**src/rtl/fft_pkg.sv**
```systemverilog
// Shared types, widths and the round-half-even / saturate helper for the
// complex-multiply combine stage.
package fft_pkg;

  localparam int unsigned PROD_W     = 35;
  localparam int unsigned FRAC_SHIFT = 15;
  localparam int unsigned OUT_W      = 20;
  localparam int unsigned CNT_W      = 16;

  localparam int unsigned SUM_W = PROD_W + 1;
  localparam int unsigned EXT_W = PROD_W + 2;
  localparam int unsigned Q_W   = EXT_W - FRAC_SHIFT;
  localparam int unsigned RND   = (1 << (FRAC_SHIFT - 1)) - 1;

  localparam logic signed [Q_W-1:0] Q_MAX = Q_W'((2 ** (OUT_W - 1)) - 1);
  localparam logic signed [Q_W-1:0] Q_MIN = Q_W'(-(2 ** (OUT_W - 1)));

  typedef logic signed [OUT_W-1:0] sample_t;

  typedef struct packed {
    sample_t re;
    sample_t im;
  } cplx_out_t;

  typedef struct packed {
    sample_t val;
    logic    sat;
  } rs_t;

  // The extra headroom bit keeps the rounding add from wrapping.
  function automatic rs_t round_sat(input logic signed [SUM_W-1:0] x);
    logic [EXT_W-1:0]        sum;
    logic signed [Q_W-1:0]   q;
    rs_t                     r;
    sum = {x[SUM_W-1], x} + EXT_W'(RND) + EXT_W'(x[FRAC_SHIFT]);
    q   = $signed(sum[EXT_W-1:FRAC_SHIFT]);
    r.sat = 1'b0;
    r.val = sample_t'(q);
    if (q > Q_MAX) begin
      r.val = sample_t'(Q_MAX);
      r.sat = 1'b1;
    end else if (q < Q_MIN) begin
      r.val = sample_t'(Q_MIN);
      r.sat = 1'b1;
    end
    return r;
  endfunction

endpackage

```
**src/rtl/fft_cmul_combine_round_if.sv**
```systemverilog
// Product-set input stream, rounded result output stream and overflow monitor.
interface fft_cmul_combine_round_if;
  import fft_pkg::*;

  logic                     in_valid;
  logic                     in_ready;
  logic signed [PROD_W-1:0] p_rr;
  logic signed [PROD_W-1:0] p_ii;
  logic signed [PROD_W-1:0] p_ri;
  logic signed [PROD_W-1:0] p_ir;
  logic                     out_valid;
  logic                     out_ready;
  sample_t                  out_re;
  sample_t                  out_im;
  logic                     sat_flag;
  logic [CNT_W-1:0]         ovf_count;
  logic                     ovf_clear;

  modport master (
    output in_valid, p_rr, p_ii, p_ri, p_ir, out_ready, ovf_clear,
    input  in_ready, out_valid, out_re, out_im, sat_flag, ovf_count
  );

  modport slave (
    input  in_valid, p_rr, p_ii, p_ri, p_ir, out_ready, ovf_clear,
    output in_ready, out_valid, out_re, out_im, sat_flag, ovf_count
  );

endinterface

```
**src/rtl/fft_round_sat.sv**
```systemverilog
// Combinational round-half-even, FRAC_SHIFT drop and clamp to OUT_W.
module fft_round_sat
  import fft_pkg::*;
(
  input  logic signed [SUM_W-1:0] x_i,
  output sample_t                 y_o,
  output logic                    sat_o
);

  rs_t rs;

  always_comb begin
    rs = round_sat(x_i);
  end

  assign y_o   = rs.val;
  assign sat_o = rs.sat;

endmodule

```
**src/rtl/fft_cmul_combine_round.sv**
```systemverilog
// Two-stage combine (rr-ii, ri+ir) then round/saturate pipeline with a
// collapsing valid/ready handshake and a sticky saturation event counter.
module fft_cmul_combine_round
  import fft_pkg::*;
(
  input logic                    clk,
  input logic                    reset,
  fft_cmul_combine_round_if.slave bus
);

  logic                    s1_valid_q;
  logic signed [SUM_W-1:0] s1_re_q;
  logic signed [SUM_W-1:0] s1_im_q;
  logic                    s2_valid_q;
  cplx_out_t               s2_q;
  logic                    s2_sat_q;
  logic [CNT_W-1:0]        cnt_q;
  logic [CNT_W-1:0]        cnt_d;

  logic    s2_load;
  logic    in_fire;
  logic    out_fire;
  sample_t re_rnd;
  sample_t im_rnd;
  logic    re_sat;
  logic    im_sat;

  assign s2_load      = !s2_valid_q || bus.out_ready;
  assign bus.in_ready = !s1_valid_q || s2_load;
  assign in_fire      = bus.in_valid && bus.in_ready;
  assign out_fire     = s2_valid_q && bus.out_ready;

  always_ff @(posedge clk or posedge reset) begin
    if (reset) begin
      s1_valid_q <= 1'b0;
      s1_re_q    <= '0;
      s1_im_q    <= '0;
    end else if (in_fire) begin
      s1_valid_q <= 1'b1;
      s1_re_q    <= {bus.p_rr[PROD_W-1], bus.p_rr} - {bus.p_ii[PROD_W-1], bus.p_ii};
      s1_im_q    <= {bus.p_ri[PROD_W-1], bus.p_ri} + {bus.p_ir[PROD_W-1], bus.p_ir};
    end else if (s2_load) begin
      s1_valid_q <= 1'b0;
    end
  end

  fft_round_sat u_rs_re (
    .x_i   (s1_re_q),
    .y_o   (re_rnd),
    .sat_o (re_sat)
  );

  fft_round_sat u_rs_im (
    .x_i   (s1_im_q),
    .y_o   (im_rnd),
    .sat_o (im_sat)
  );

  // Data only moves on a real S1 item so a stalled result stays put.
  always_ff @(posedge clk or posedge reset) begin
    if (reset) begin
      s2_valid_q <= 1'b0;
      s2_q       <= '0;
      s2_sat_q   <= 1'b0;
    end else if (s2_load) begin
      s2_valid_q <= s1_valid_q;
      if (s1_valid_q) begin
        s2_q.re  <= re_rnd;
        s2_q.im  <= im_rnd;
        s2_sat_q <= re_sat | im_sat;
      end
    end
  end

  always_comb begin
    cnt_d = cnt_q;
    if (bus.ovf_clear) begin
      cnt_d = '0;
    end else if (out_fire && s2_sat_q && (cnt_q != '1)) begin
      cnt_d = cnt_q + 1'b1;
    end
  end

  always_ff @(posedge clk or posedge reset) begin
    if (reset) begin
      cnt_q <= '0;
    end else begin
      cnt_q <= cnt_d;
    end
  end

  assign bus.out_valid = s2_valid_q;
  assign bus.out_re    = s2_q.re;
  assign bus.out_im    = s2_q.im;
  assign bus.sat_flag  = s2_sat_q;
  assign bus.ovf_count = cnt_q;

endmodule

```
**src/flat_wrapper.sv**
```systemverilog
// flat-port wrapper written by rule: the top's interface ports become plain ports
module fft_cmul_combine_round_flat import fft_pkg::*;
  (clk, reset, bus_in_valid, bus_p_rr, bus_p_ii, bus_p_ri, bus_p_ir, bus_out_ready, bus_ovf_clear, bus_in_ready, bus_out_valid, bus_out_re, bus_out_im, bus_sat_flag, bus_ovf_count);
  fft_cmul_combine_round_if bus_i ();
  input logic clk;
  input logic reset;
  input wire logic [$bits(bus_i.in_valid)-1:0] bus_in_valid;
  input wire logic [$bits(bus_i.p_rr)-1:0] bus_p_rr;
  input wire logic [$bits(bus_i.p_ii)-1:0] bus_p_ii;
  input wire logic [$bits(bus_i.p_ri)-1:0] bus_p_ri;
  input wire logic [$bits(bus_i.p_ir)-1:0] bus_p_ir;
  input wire logic [$bits(bus_i.out_ready)-1:0] bus_out_ready;
  input wire logic [$bits(bus_i.ovf_clear)-1:0] bus_ovf_clear;
  output wire logic [$bits(bus_i.in_ready)-1:0] bus_in_ready;
  output wire logic [$bits(bus_i.out_valid)-1:0] bus_out_valid;
  output wire logic [$bits(bus_i.out_re)-1:0] bus_out_re;
  output wire logic [$bits(bus_i.out_im)-1:0] bus_out_im;
  output wire logic [$bits(bus_i.sat_flag)-1:0] bus_sat_flag;
  output wire logic [$bits(bus_i.ovf_count)-1:0] bus_ovf_count;
  assign bus_i.in_valid = bus_in_valid;
  assign bus_i.p_rr = bus_p_rr;
  assign bus_i.p_ii = bus_p_ii;
  assign bus_i.p_ri = bus_p_ri;
  assign bus_i.p_ir = bus_p_ir;
  assign bus_i.out_ready = bus_out_ready;
  assign bus_i.ovf_clear = bus_ovf_clear;
  assign bus_in_ready = bus_i.in_ready;
  assign bus_out_valid = bus_i.out_valid;
  assign bus_out_re = bus_i.out_re;
  assign bus_out_im = bus_i.out_im;
  assign bus_sat_flag = bus_i.sat_flag;
  assign bus_ovf_count = bus_i.ovf_count;
  fft_cmul_combine_round u_core (.clk(clk), .reset(reset), .bus(bus_i));
endmodule
```
**config.mk**
```make
export PLATFORM = sky130hd
export DESIGN_NAME = fft_cmul_combine_round_flat
export DESIGN_NICKNAME = d
export VERILOG_FILES = /design/src/rtl/fft_pkg.sv /design/src/rtl/fft_cmul_combine_round_if.sv /design/src/rtl/fft_round_sat.sv /design/src/rtl/fft_cmul_combine_round.sv /design/src/flat_wrapper.sv
export SDC_FILE = /design/constraint.sdc
export NUM_CORES = 1
export LEC_CHECK = 0
export BUFFER_PORTS_ARGS = -buffer_cell sky130_fd_sc_hd__buf_2
export CAP_MARGIN = 20
export CORE_ASPECT_RATIO = 0.6
export CORE_UTILIZATION = 35
export DETAILED_ROUTE_END_ITERATION = 8
export PLACE_DENSITY = 0.58
export SYNTH_ARGS = -nofsm -noshare
export SYNTH_HDL_FRONTEND = slang
export SYNTH_HIERARCHICAL = 1
export SYNTH_SLANG_ARGS = --single-unit
```
**constraint.sdc**
```tcl
create_clock -name clk -period 6.2 [get_ports clk]
set_input_delay 1.24 -clock clk [delete_from_list [all_inputs] [get_ports clk]]
set_output_delay 1.24 -clock clk [all_outputs]
set_load 0.02 [all_outputs]
```
==> run summary, run 1 <==
The reg2reg setup slack was 3690 ps; the switching power as a share of total power was 37.5%. Slew at the pin closest to its max-slew limit: 997 ps. The run gives 0 as the number of pins exceeding their max-slew limit in the final report.

Relative to the synthesized area, the layout overhead comes to 19.2%. The run gives 0.913 as the placer's final routability congestion estimate. The run gives 0.267 GHz as the highest achievable clock rate. Across all hold checks on the routed design, the worst slack comes to 481 ps. The top flip-flop cell by instance count after synthesis was sky130_fd_sc_hd__dfrtp_1. The total setup violations reported at the end of the flow is 0.

The power density over the cells came out at 307 nW/um^2. The number of global-route vias before repair was 8006. In this run the worst path has a maximum fanout of 4.

At the worst endpoint, the arrival time is 4010 ps. The worst setup path is captured at a flop. The setup TNS was 0 ps; the CTS clock-pin slew for the worst setup and hold paths was 60 ps.

For the synthesized area, the log shows 9860 sq um. In this run, synthesis produced a sequential element count of 131. In the final routed layout, each cell accounts on average for 15.6 um. Final net count: 1513.

Yosys mapped a number of flops with a built-in enable equal to 0. The netlist uses 78 different library cells. The worst hold path belongs to the class reg -> reg.

In this run, the number of DRC markers left after iteration 0 of detailed routing was 645. The later pin in the worst-skew pair is clocked with a latency of 420 ps. The cell type with the largest total area after synthesis is sky130_fd_sc_hd__dfrtp_1. For the number of antenna cells inserted, the log shows 0. After detailed routing, the total wire length is 26100 um. The post-synthesis instance total was 1104; the static leakage was 5.35 nW.

The tools report the total count of hold-check failures in the final report as 0. The mean instance size in the synthesized netlist came out at 8.93 sq um. The logs give 28900 sq um for the area of the die and 6 for the number of warnings reported in the yosys synthesis log. The final period utilization is 60.4%. The internal portion of the total power is 2.25 mW. Setup repair after global routing left no endpoint under its margin.

For this run, the register share of the synthesized area comes to 33.3%. Summing over every cut layer, the via total after detailed routing is 8573. The tools report the worst-case clock skew as 10.4 ps. The tools report the detailed placement HPWL as 20600 um. The shortest clock period the worst path allows after layout works out to 3740 ps. The area of the core region was 27600 sq um. The clock network is responsible for 28.6% of the overall power. For this run, asynchronously set or reset flops after synthesis account for 100%. The run gives 0 as the hold buffer count at cts. The largest net degree at the start of global routing is 93, and the tightest slew margin relative to the limit is 33.3%. The number of placed I/O pins is 204. The initial antenna violation count came out at 1. The power share of the combinational group was 34.7%; the clock net sink count was 131. After detailed routing, the number of remaining DRC violations is 0. Input and output buffers added on the ports amount to 203.

For the net count of the mapped netlist, the log shows 1322. For this configuration, the core starts out at a cell density of 35.7%. The share of total power dissipated in sequential elements is 36.8%. The startpoint type of the worst setup path is an input pin. The flow ran to the end, and the final reports show no timing, DRC or antenna violations.

The first TritonRoute pass finished after 5 iterations. Cells with a size suffix above 1 make up 26.0% of the layout. Global routing used 18.5% of the available tracks across all layers. The logs give 0.193 mV for the worst vdd rail ir drop and 0 for the remaining antenna violation count after routing.

STA puts the critical path data required time at 6470 ps. Sorting the synthesized cells by area gives the leading types as sky130_fd_sc_hd__dfrtp_1 33%, sky130_fd_sc_hd__ha_1 9.0%, sky130_fd_sc_hd__o21ai_0 5.3%, sky130_fd_sc_hd__nand2_1 5.2%, sky130_fd_sc_hd__mux2_2 5.0%. TritonCTS built the clock tree.

The die boundary height works out to 132 um. After synthesis, the largest area contributor takes up 33.3% of total cell area. In this run the power spent charging and discharging nets is 1.35 mW.

Dividing the detail-routed via count by the number of cells gives 5.12. The die width was 219 um. The residual overflow from global routing is 0. The wire length of the first global-routing pass is 42300 um.

Overall power consumption after layout is estimated at 3.60 mW. Post-CTS repair changed the size of 0 cells. The run gives 17 as the number of buffers inserted during clock tree synthesis. In this run the clock root is driven by a sky130_fd_sc_hd__clkbuf_16. Across the run, the number of max-cap violations was 0.

The setup path with the least slack is of type in -> reg. Once the clock tree was built, the setup fixing pass inserted 0 buffers. In this run the core area contains 47 standard-cell rows. In this run the deepest clock path goes through 2 buffers. In this run the number of H-tree levels came out at 4.
[final timing paths]
| kind | start | end | depth (start not counted) |
|---|---|---|---|
| max | bus_p_ri[0] | u_core/s1_im_q[34] | 12 |
| max reg2reg | u_core/bus.out_valid | u_core/s1_re_q[35] | 7 |
| min in group asynchronous | reset | u_core/bus.ovf_count[8] | 2 |
| max in group asynchronous | reset | u_core/s1_re_q[12] | 3 |
| min reg2reg | u_core/s1_re_q[3] | u_core/s1_re_q[3] | 2 |
| min | u_core/s1_re_q[3] | u_core/s1_re_q[3] | 2 |
[per-stage QoR]
step | worst slack [ps] | util (%) | instances | area, sq um
6_report | 2460 | 42.5 | 1675 | 11800
4_1_cts | 2490 | 42.5 | 1675 | 11800
5_1_grt | 2250 | 42.5 | 1675 | 11800
3_3_place_gp | 2070 | 40.4 | 1643 | 11200
3_5_place_dp | 2040 | 40.4 | 1643 | 11200
2_1_floorplan | 1460 | - | 1104 | 9860
[synthesized netlist by cell type (9+ instances only)]
cell and n:
sky130_fd_sc_hd__nand2_1 137, sky130_fd_sc_hd__dfrtp_1 131, sky130_fd_sc_hd__o21ai_0 104, sky130_fd_sc_hd__a21oi_1 76, sky130_fd_sc_hd__ha_1 71, sky130_fd_sc_hd__inv_1 64, sky130_fd_sc_hd__nor2_1 59, sky130_fd_sc_hd__xor2_1 55
sky130_fd_sc_hd__xnor2_1 49, sky130_fd_sc_hd__mux2_2 44, sky130_fd_sc_hd__nand3_1 29, sky130_fd_sc_hd__o21ai_2 21, sky130_fd_sc_hd__nand4_1 20, sky130_fd_sc_hd__clkbuf_1 19, sky130_fd_sc_hd__a21o_1 15, sky130_fd_sc_hd__o21bai_1 15
sky130_fd_sc_hd__nor3_1 12, sky130_fd_sc_hd__nor4_1 12, sky130_fd_sc_hd__a31oi_1 11, sky130_fd_sc_hd__o21a_1 9
[per-layer routing]
metal	vias up	routed length [um]	global-route usage, %
li1	4354	-	-
met1	3987	14600	29.8
met2	221	10100	25.1
met3	9	1220	3.69
met4	2	98	3.01
met5	-	13	0
[placed cells by master (no fill, tap or decap), types with 4 or more instances in the layout]
cell type / n
sky130_fd_sc_hd__a211oi_1: 8
sky130_fd_sc_hd__a21o_1: 15
sky130_fd_sc_hd__a21oi_1: 76
sky130_fd_sc_hd__a311oi_1: 4
sky130_fd_sc_hd__a31oi_1: 11
sky130_fd_sc_hd__and3_1: 7
sky130_fd_sc_hd__and3_2: 5
sky130_fd_sc_hd__buf_2: 203
sky130_fd_sc_hd__clkbuf_16: 17
sky130_fd_sc_hd__clkinvlp_4: 4
sky130_fd_sc_hd__dfrtp_1: 131
sky130_fd_sc_hd__ha_1: 71
sky130_fd_sc_hd__inv_1: 63
sky130_fd_sc_hd__mux2_2: 44
sky130_fd_sc_hd__nand2_1: 135
sky130_fd_sc_hd__nand2b_1: 8
sky130_fd_sc_hd__nand3_1: 29
sky130_fd_sc_hd__nand4_1: 20
sky130_fd_sc_hd__nor2_1: 59
sky130_fd_sc_hd__nor2b_1: 7
sky130_fd_sc_hd__nor3_1: 12
sky130_fd_sc_hd__nor3b_1: 5
sky130_fd_sc_hd__nor4_1: 12
sky130_fd_sc_hd__o211ai_1: 8
sky130_fd_sc_hd__o21a_1: 9
sky130_fd_sc_hd__o21ai_0: 104
sky130_fd_sc_hd__o21ai_1: 5
sky130_fd_sc_hd__o21ai_2: 21
sky130_fd_sc_hd__o21bai_1: 15
sky130_fd_sc_hd__o31ai_1: 7
sky130_fd_sc_hd__or3_1: 7
sky130_fd_sc_hd__xnor2_1: 49
sky130_fd_sc_hd__xor2_1: 55
[final cells by class]
type	instances	area, sq um
multi-input combinational	876	6140
fill	2832	15900
clock inverter	13	161
clock buffer	19	433
inverter	64	245
tap	367	459
sequential	131	3280
timing repair buffer	205	1030
[kinds of logic after synthesis]
group	synth area share, %
simple gates	16.8
compound gates	21.3
flops	33.3
xor+xnor	9.24
buf+inv	4.52
fa+ha+maj	9.62
mux	5.33
[critical path, cell delays in order]
cell and delay (ps):
sky130_fd_sc_hd__buf_2 100, sky130_fd_sc_hd__ha_1 230, sky130_fd_sc_hd__fa_1 420, sky130_fd_sc_hd__a21oi_1 260, sky130_fd_sc_hd__o211ai_2 160, sky130_fd_sc_hd__a221oi_4 430
sky130_fd_sc_hd__o311ai_4 180, sky130_fd_sc_hd__o21ai_2 210, sky130_fd_sc_hd__a211oi_1 140, sky130_fd_sc_hd__o31ai_1 310, sky130_fd_sc_hd__mux2i_1 220, sky130_fd_sc_hd__o311ai_1 110
[registers in the layout, summed over array words and instances, names as in the netlist]
name,count
u_core/s1_re_q,36
u_core/bus.out_valid,1
u_core/s1_valid_q,1
u_core/bus.ovf_count,16
u_core/bus.sat_flag,1
u_core/bus.out_re,20
u_core/s1_im_q,36
u_core/bus.out_im,20
[power groups by stage]
stage | logic, mW | registers [mW] | clock network, mW
CTS | 1.26 | 1.32 | 1.06
global placement | 1.24 | 1.32 | 0
detailed placement | 1.25 | 1.34 | 0
finish | 1.25 | 1.32 | 1.03
global route | 1.38 | 1.36 | 1.10
floorplan | 0.751 | 1.43 | 0
No activity file was read; power rests on OpenSTA's default activity.
==> run 2: changes to the inputs <==
PLACE_DENSITY = 0.6   (was 0.58)
clock period = 3.3 ns   (was 6.2 ns; I/O delays follow)
==> run 2 against run 1 <==
Against the previous run:
- global-route usage is 0.073 points higher
- clock power is 120% higher
- die area stayed put
- critical path depth stayed put
- non-clock buffer count is 25 higher
- first-iteration DRC count is 11% higher
- core utilization is 1.1 points higher
- critical endpoint unchanged
- largest cell class unchanged
- largest power group unchanged
- highest routed layer unchanged
==> run summary, run 2 (synthesis results as in run 1) <==
The flow ran to the end, and the final reports show no timing, DRC or antenna violations. Timing would allow up to 0.328 GHz. The run gives 0 as the count of buffers added by post-CTS timing repair for setup. In the post-route analysis, the smallest setup slack over all paths is 252 ps. Largest net degree at the start of global routing: 118. The run gives 0 as the total count of hold-check failures in the final report. In this run, the combinational gates consume 33.4% of the power.

Summed over all nets, the half-perimeter wirelength after detailed placement is 20800 um. For the initial antenna violation count, the log shows 2. The class of the most critical hold timing path is in -> async. The count of buffers added on input and output ports is 203. Setup violations remaining at the end of the flow were counted as 0. The top cell types in the final layout, fill and taps aside, are 203 x sky130_fd_sc_hd__buf_2, 135 x sky130_fd_sc_hd__nand2_1, 131 x sky130_fd_sc_hd__dfrtp_1, 104 x sky130_fd_sc_hd__o21ai_0, 76 x sky130_fd_sc_hd__a21oi_1. Measured along the y axis, the die boundary spans 132 um. For this run, design rule violations remaining after detail routing come to 0. The finished layout holds 1701 standard cells, fillers aside. The die is 219 um wide. The residual overflow from global routing was 0. The startpoint type of the worst setup path was an input pin. The placer's final routability congestion estimate came out at 0.891. The total power consumption of the routed design is 7.17 mW, and the reg2reg setup slack is 1050 ps.

The H-tree generated during clock tree synthesis spans 4 levels. Once layout is complete, the utilization of the core stands at 43.6%. The logs give 8804 for the detailed-route via count and 2 for the largest buffer count on any clock path.

For this design, the sink count on the clock tree is 131. On the final layout, the worst clock skew is 10.8 ps. Tightest slew margin relative to the limit: 49.3%.

Setup repair after global routing left no endpoint under its margin. The area growth from synthesis to layout is 22.4%. Using the TritonRoute via totals, the vias-per-cell ratio works out to 5.18.

Net switching is 35.7% of the power. The setup TNS was 0 ps. The run gives 0.475 mV as the worst vdd rail ir drop. The tools report the clock root buffer as sky130_fd_sc_hd__clkbuf_16. The tools report the number of pins exceeding their max-slew limit in the final report as 0.

The floorplan has 47 rows. The area of the core region was 27600 sq um; the average detailed-routed wire length per instance was 15.5 um. The setup slack at placement was -150 ps. Summed over all nets, the switching power comes to 2.56 mW.

The power density over the cells was 595 nW/um^2; the area of the die was 28900 sq um. The sequential share of power is 34.8%, and the number of placed cells counting well taps is 1668. The tools report the post-CTS resize count as 0. STA puts the critical path data arrival time at 3320 ps.

The violation count after the first detailed-route iteration came out at 715. The layout filler cell count was 2752. In this run the remaining antenna-violating nets after routing total 0. The tools report the internal power as 4.61 mW. TritonCTS built the clock tree. Final period utilization: 92.4%. The tools report the number of global-route vias before repair as 8107. The tools report the count of max-cap constraint violations as 0. The initial utilization of the core area, before any placement, comes to 35.7%.

TritonCTS created 17 clock buffers. Leaving out fill and tap cells, the most frequent cell in the layout is sky130_fd_sc_hd__buf_2. During I/O placement, the number of pins put on the boundary was 204. The logs give 18.6% for the total global-route track usage and 3580 ps for the required time of the critical path.

The net count of the finished layout is 1538. The tools report the static leakage as 5.54 nW. The overall routed net length was 26300 um; the shortest clock period the worst path allows after layout was 3050 ps. For this design, the CTS-stage hold fixing added 0 buffers. In the final layout, the registers with the most flip-flops are u_core/s1_im_q x36, u_core/s1_re_q x36. The first detailed-routing pass took 5 iterations. At the pin with the least slew margin, the transition time is 761 ps. CTS clock-pin slew for the worst setup and hold paths: 60 ps.

The clock insertion delay at the later pin of the skew report was 420 ps. The highest net fanout along the worst path came out at 3. The run gives 31.8% as the clock group share of total power. The wire length of the first global-routing pass came out at 42400 um. The critical path class is in -> reg. The capturing element type of the critical path was a flop. The share of cells above drive strength 1 works out to 27.5%.
run 2: power by group through the flow:
stage                     sequential (mW)  combinational (mW)  clock (mW)
final                                2.50                2.39        2.28
after global routing                 2.56                2.65        2.41
after CTS                            2.49                2.41        2.34
after detailed placement             2.52                2.40           0
after global placement               2.50                2.37           0
after floorplan                      2.68                1.41           0
run 2: through the flow:
step / area, sq um / hold WS [ps]
3_3_place_gp: 11400 / 455
4_1_cts: 12100 / 196
5_1_grt: 12100 / 211
6_report: 12100 / 212
3_5_place_dp: 11400 / 473
2_1_floorplan: 9860 / 440
run 2: cell type report:
class	count	area, sq um	area share (%)
clock buffer	19	453	3.75
inverter	64	244	2.02
sequential	131	3280	27.2
multi-input combinational	876	6140	50.9
antenna	1	2.50	0.0207
timing repair buffer	230	1230	10.2
tap	367	459	3.81
clock inverter	13	251	2.08
run 2: path summary, 6_finish.rpt:
check	start	to	depth (start not counted)
setup / recovery	bus_p_ri[0]	u_core/s1_im_q[34]	12
hold / removal	reset	u_core/bus.ovf_count[14]	2
setup reg to reg	u_core/bus.ovf_count[3]	u_core/bus.ovf_count[13]	9
hold reg to reg	u_core/s1_re_q[9]	u_core/s1_re_q[9]	2
max in group asynchronous	reset	u_core/s1_im_q[12]	3
min in group clk	u_core/s1_re_q[9]	u_core/s1_re_q[9]	2
run 2: worst max-delay path: stages:
cell and delay [ps]:
sky130_fd_sc_hd__buf_2 100, sky130_fd_sc_hd__ha_1 210, sky130_fd_sc_hd__fa_1 410, sky130_fd_sc_hd__a21oi_1 290, sky130_fd_sc_hd__o211ai_2 160, sky130_fd_sc_hd__a221oi_4 350
sky130_fd_sc_hd__o311ai_4 180, sky130_fd_sc_hd__o21ai_2 190, sky130_fd_sc_hd__a211oi_1 120, sky130_fd_sc_hd__o31ai_1 300, sky130_fd_sc_hd__mux2i_1 230, sky130_fd_sc_hd__o311ai_1 110
run 2: per-layer routing:
layer / part of all wire, % / track usage [%] / vias up
met2: 39 / 24.4 / 273
met1: 53 / 29.5 / 4098
li1: - / - / 4416
met5: 0.049 / 0 / -
met3: 7.0 / 4.43 / 15
met4: 0.91 / 4.59 / 2
==> run 3: changes to the inputs <==
CAP_MARGIN = 0   (was 20)
MAX_ROUTING_LAYER = met4   (was not set)
PLACE_DENSITY = 0.58   (was 0.6)
clock period = 3.7 ns   (was 3.3 ns; I/O delays follow)
==> run 3 against run 2 <==
Against the previous run:
- core utilization shrank 1.0 points
- sequential cell count did not move
- non-clock buffer count shrank 22
- largest cell class unchanged
==> run summary, run 3 (synthesis results as in run 1) <==
Across the run, the number of max-cap violations was 0. The signal on the critical path passes through buf_2, ha_1, fa_1, a21oi_1, o211ai_2, a221oi_4, o311ai_4, o21ai_2, a211oi_1, o31ai_1, mux2i_1, o311ai_1. The min-delay analysis places its worst path in the category reg -> reg. The die is 132 um tall. The residual overflow from global routing is 0.

The slowest cell on the critical path was sky130_fd_sc_hd__fa_1. The clock root buffer was sky130_fd_sc_hd__clkbuf_16. Timing would allow up to 0.312 GHz.

Number of placed I/O pins: 204. The die width was 219 um; the number of port buffers was 203. The first global-routing pass estimated 42200 um of wire. The layer with the highest usage is met1. The largest net degree at the start of global routing was 132; the shortest clock period the worst path allows after layout was 3210 ps.

The logs give 6.02 mW for the total power consumption of the routed design and 24.2% for the global-route met2 utilization. The area of the core region was 27600 sq um; the power density over the cells was 511 nW/um^2. In the layout the commonest cells are 203 x sky130_fd_sc_hd__buf_2, 135 x sky130_fd_sc_hd__nand2_1, 131 x sky130_fd_sc_hd__dfrtp_1, 104 x sky130_fd_sc_hd__o21ai_0, 76 x sky130_fd_sc_hd__a21oi_1. The run gives 0 as the remaining antenna violation count after routing. Headroom to the max-slew limit came out at 34.9%. The number of cells on the worst reg-to-reg path is 9. The die covers 28900 sq um. The largest single stage delay on the critical path is 420 ps. The critical path crosses 12 cells after its start point. STA puts the critical path data required time at 3980 ps. The clock passes through at most 2 buffers. Placer's final routability congestion estimate: 0.915. The startpoint of the lowest-slack hold path is u_core/s1_im_q[1]. TritonCTS built the clock tree.

The setup path with the least slack is of type in -> reg. The initial core utilization was 35.7%. Post-CTS repair changed the size of 0 cells. In the routed design, unresolved DRC markers number 0.

At the end of the flow, the number of nets in the layout was 1516. The clock net sink count was 131; the static leakage was 5.37 nW. Broken down by cell family, the worst path's largest delay share belongs to compound AO/OA/AOI/OAI gates. Number of cells traversed by the worst hold path: 2. Before antenna repair, the detailed router went through 5 iterations. The tools report the initial antenna violation count as 0. The number of rows created at floorplan came out at 47. The flow ran to the end, and the final reports show no timing, DRC or antenna violations. The layout overhead on the synthesized area was 19.5%. The first routing iteration left 575 violations. The run gives 0 as the total setup violations reported at the end of the flow. Global routing used 3.74% of the available met3 tracks.

Of all nets on the critical path, the largest fanout is 3. The overall routed net length was 26300 um. Setup repair after global routing left no endpoint under its margin. The tools report the maximum level of the CTS H-tree as 4. Leaving out fill and tap cells, the most frequent cell in the layout is sky130_fd_sc_hd__buf_2. For the reg2reg setup slack, the log shows 1410 ps.

The worst setup path is captured at a flop. The mean number of vias per cell was 5.17. STA classifies the critical path startpoint as an input pin.

After routing, the total negative slack on setup checks comes to 0 ps. The final period utilization is 86.7%, and the detailed placement HPWL is 20700 um. The run gives 3490 ps as the arrival time of the worst setup path.

Detailed-route via count: 8675. The slew at the pin closest to its max-slew limit came out at 973 ps. For the number of antenna cells inserted, the log shows 0. After clock tree synthesis, the clock-pin slew on the worst setup and hold paths is 60 ps. The number of buffers and inverters on the critical path works out to 1. In the final layout, the registers with the most flip-flops are u_core/s1_im_q x36, u_core/s1_re_q x36. Dividing the detail-routed wire length by the instance count gives 15.7 um. The post-route netlist has 26.2% of its cells at a drive strength greater than 1. The run gives 0.524 mV as the worst vdd rail ir drop. The number of buffers inserted during clock tree synthesis was 17.

The logs give 0 for the number of pins exceeding their max-slew limit in the final report and 8.02 ps for the worst-case clock skew. At the later pin of the worst-skew pair, clock insertion delay measures 420 ps. Tracing the worst setup path back leads to its startpoint at bus_p_ri[0]. The startpoint of the worst register-to-register path is u_core/bus.ovf_count[3]. Once the clock tree was built, the setup fixing pass inserted 0 buffers. The run gives 0 as the total count of hold-check failures in the final report. Global routing consumed, over all layers together, 19.0% of the routing resources. The number of global-route vias before repair was 7850.

The hold buffer count at cts was 0; the met1 track demand over resource in global routing was 30.3%.
-- run 3: layout make-up --
cell class	count	area [sq um]
sequential	131	3280
fill	2804	15900
tap	367	459
inverter	64	244
timing repair buffer	208	1070
clock inverter	9	103
clock buffer	23	488
multi-input combinational	876	6140
-- run 3: per-stage QoR --
step	worst slack, ps	area (sq um)	utilization (%)	hold WS [ps]	std cells
finish	492	11800	42.6	477	1678
global route	378	11800	42.6	499	1678
CTS	545	11800	42.6	483	1678
detailed placement	106	11200	40.5	470	1646
global placement	175	11200	40.5	457	1646
floorplan	516	9860	-	440	1104
-- run 3: final timing paths --
check                                           endpoint
worst max-delay path                  u_core/s1_im_q[34]
worst min-delay path                   u_core/s1_im_q[1]
worst max register to register  u_core/bus.ovf_count[11]
worst min register to register         u_core/s1_im_q[1]
max in group asynchronous              u_core/s1_im_q[7]
min in group asynchronous           u_core/bus.out_im[5]
-- run 3: worst min-delay path, cell delays in order (launching register included) --
cell                      delay (ps)
sky130_fd_sc_hd__dfrtp_1         340
sky130_fd_sc_hd__nand2_1          50
sky130_fd_sc_hd__nand2_1          50
-- run 3: where the power goes --
group	leakage, nW	internal [mW]	switching, mW	total [mW]
combinational	3.49	0.895	1.23	2.12
clock	0.285	1.06	0.628	1.69
sequential	1.60	1.82	0.388	2.21
-- run 3: layer usage --
metal	up-vias	wire length, um
li1	4359	-
met2	235	9920
met4	0	163
met3	16	1480
met1	4065	14800
met5	-	0
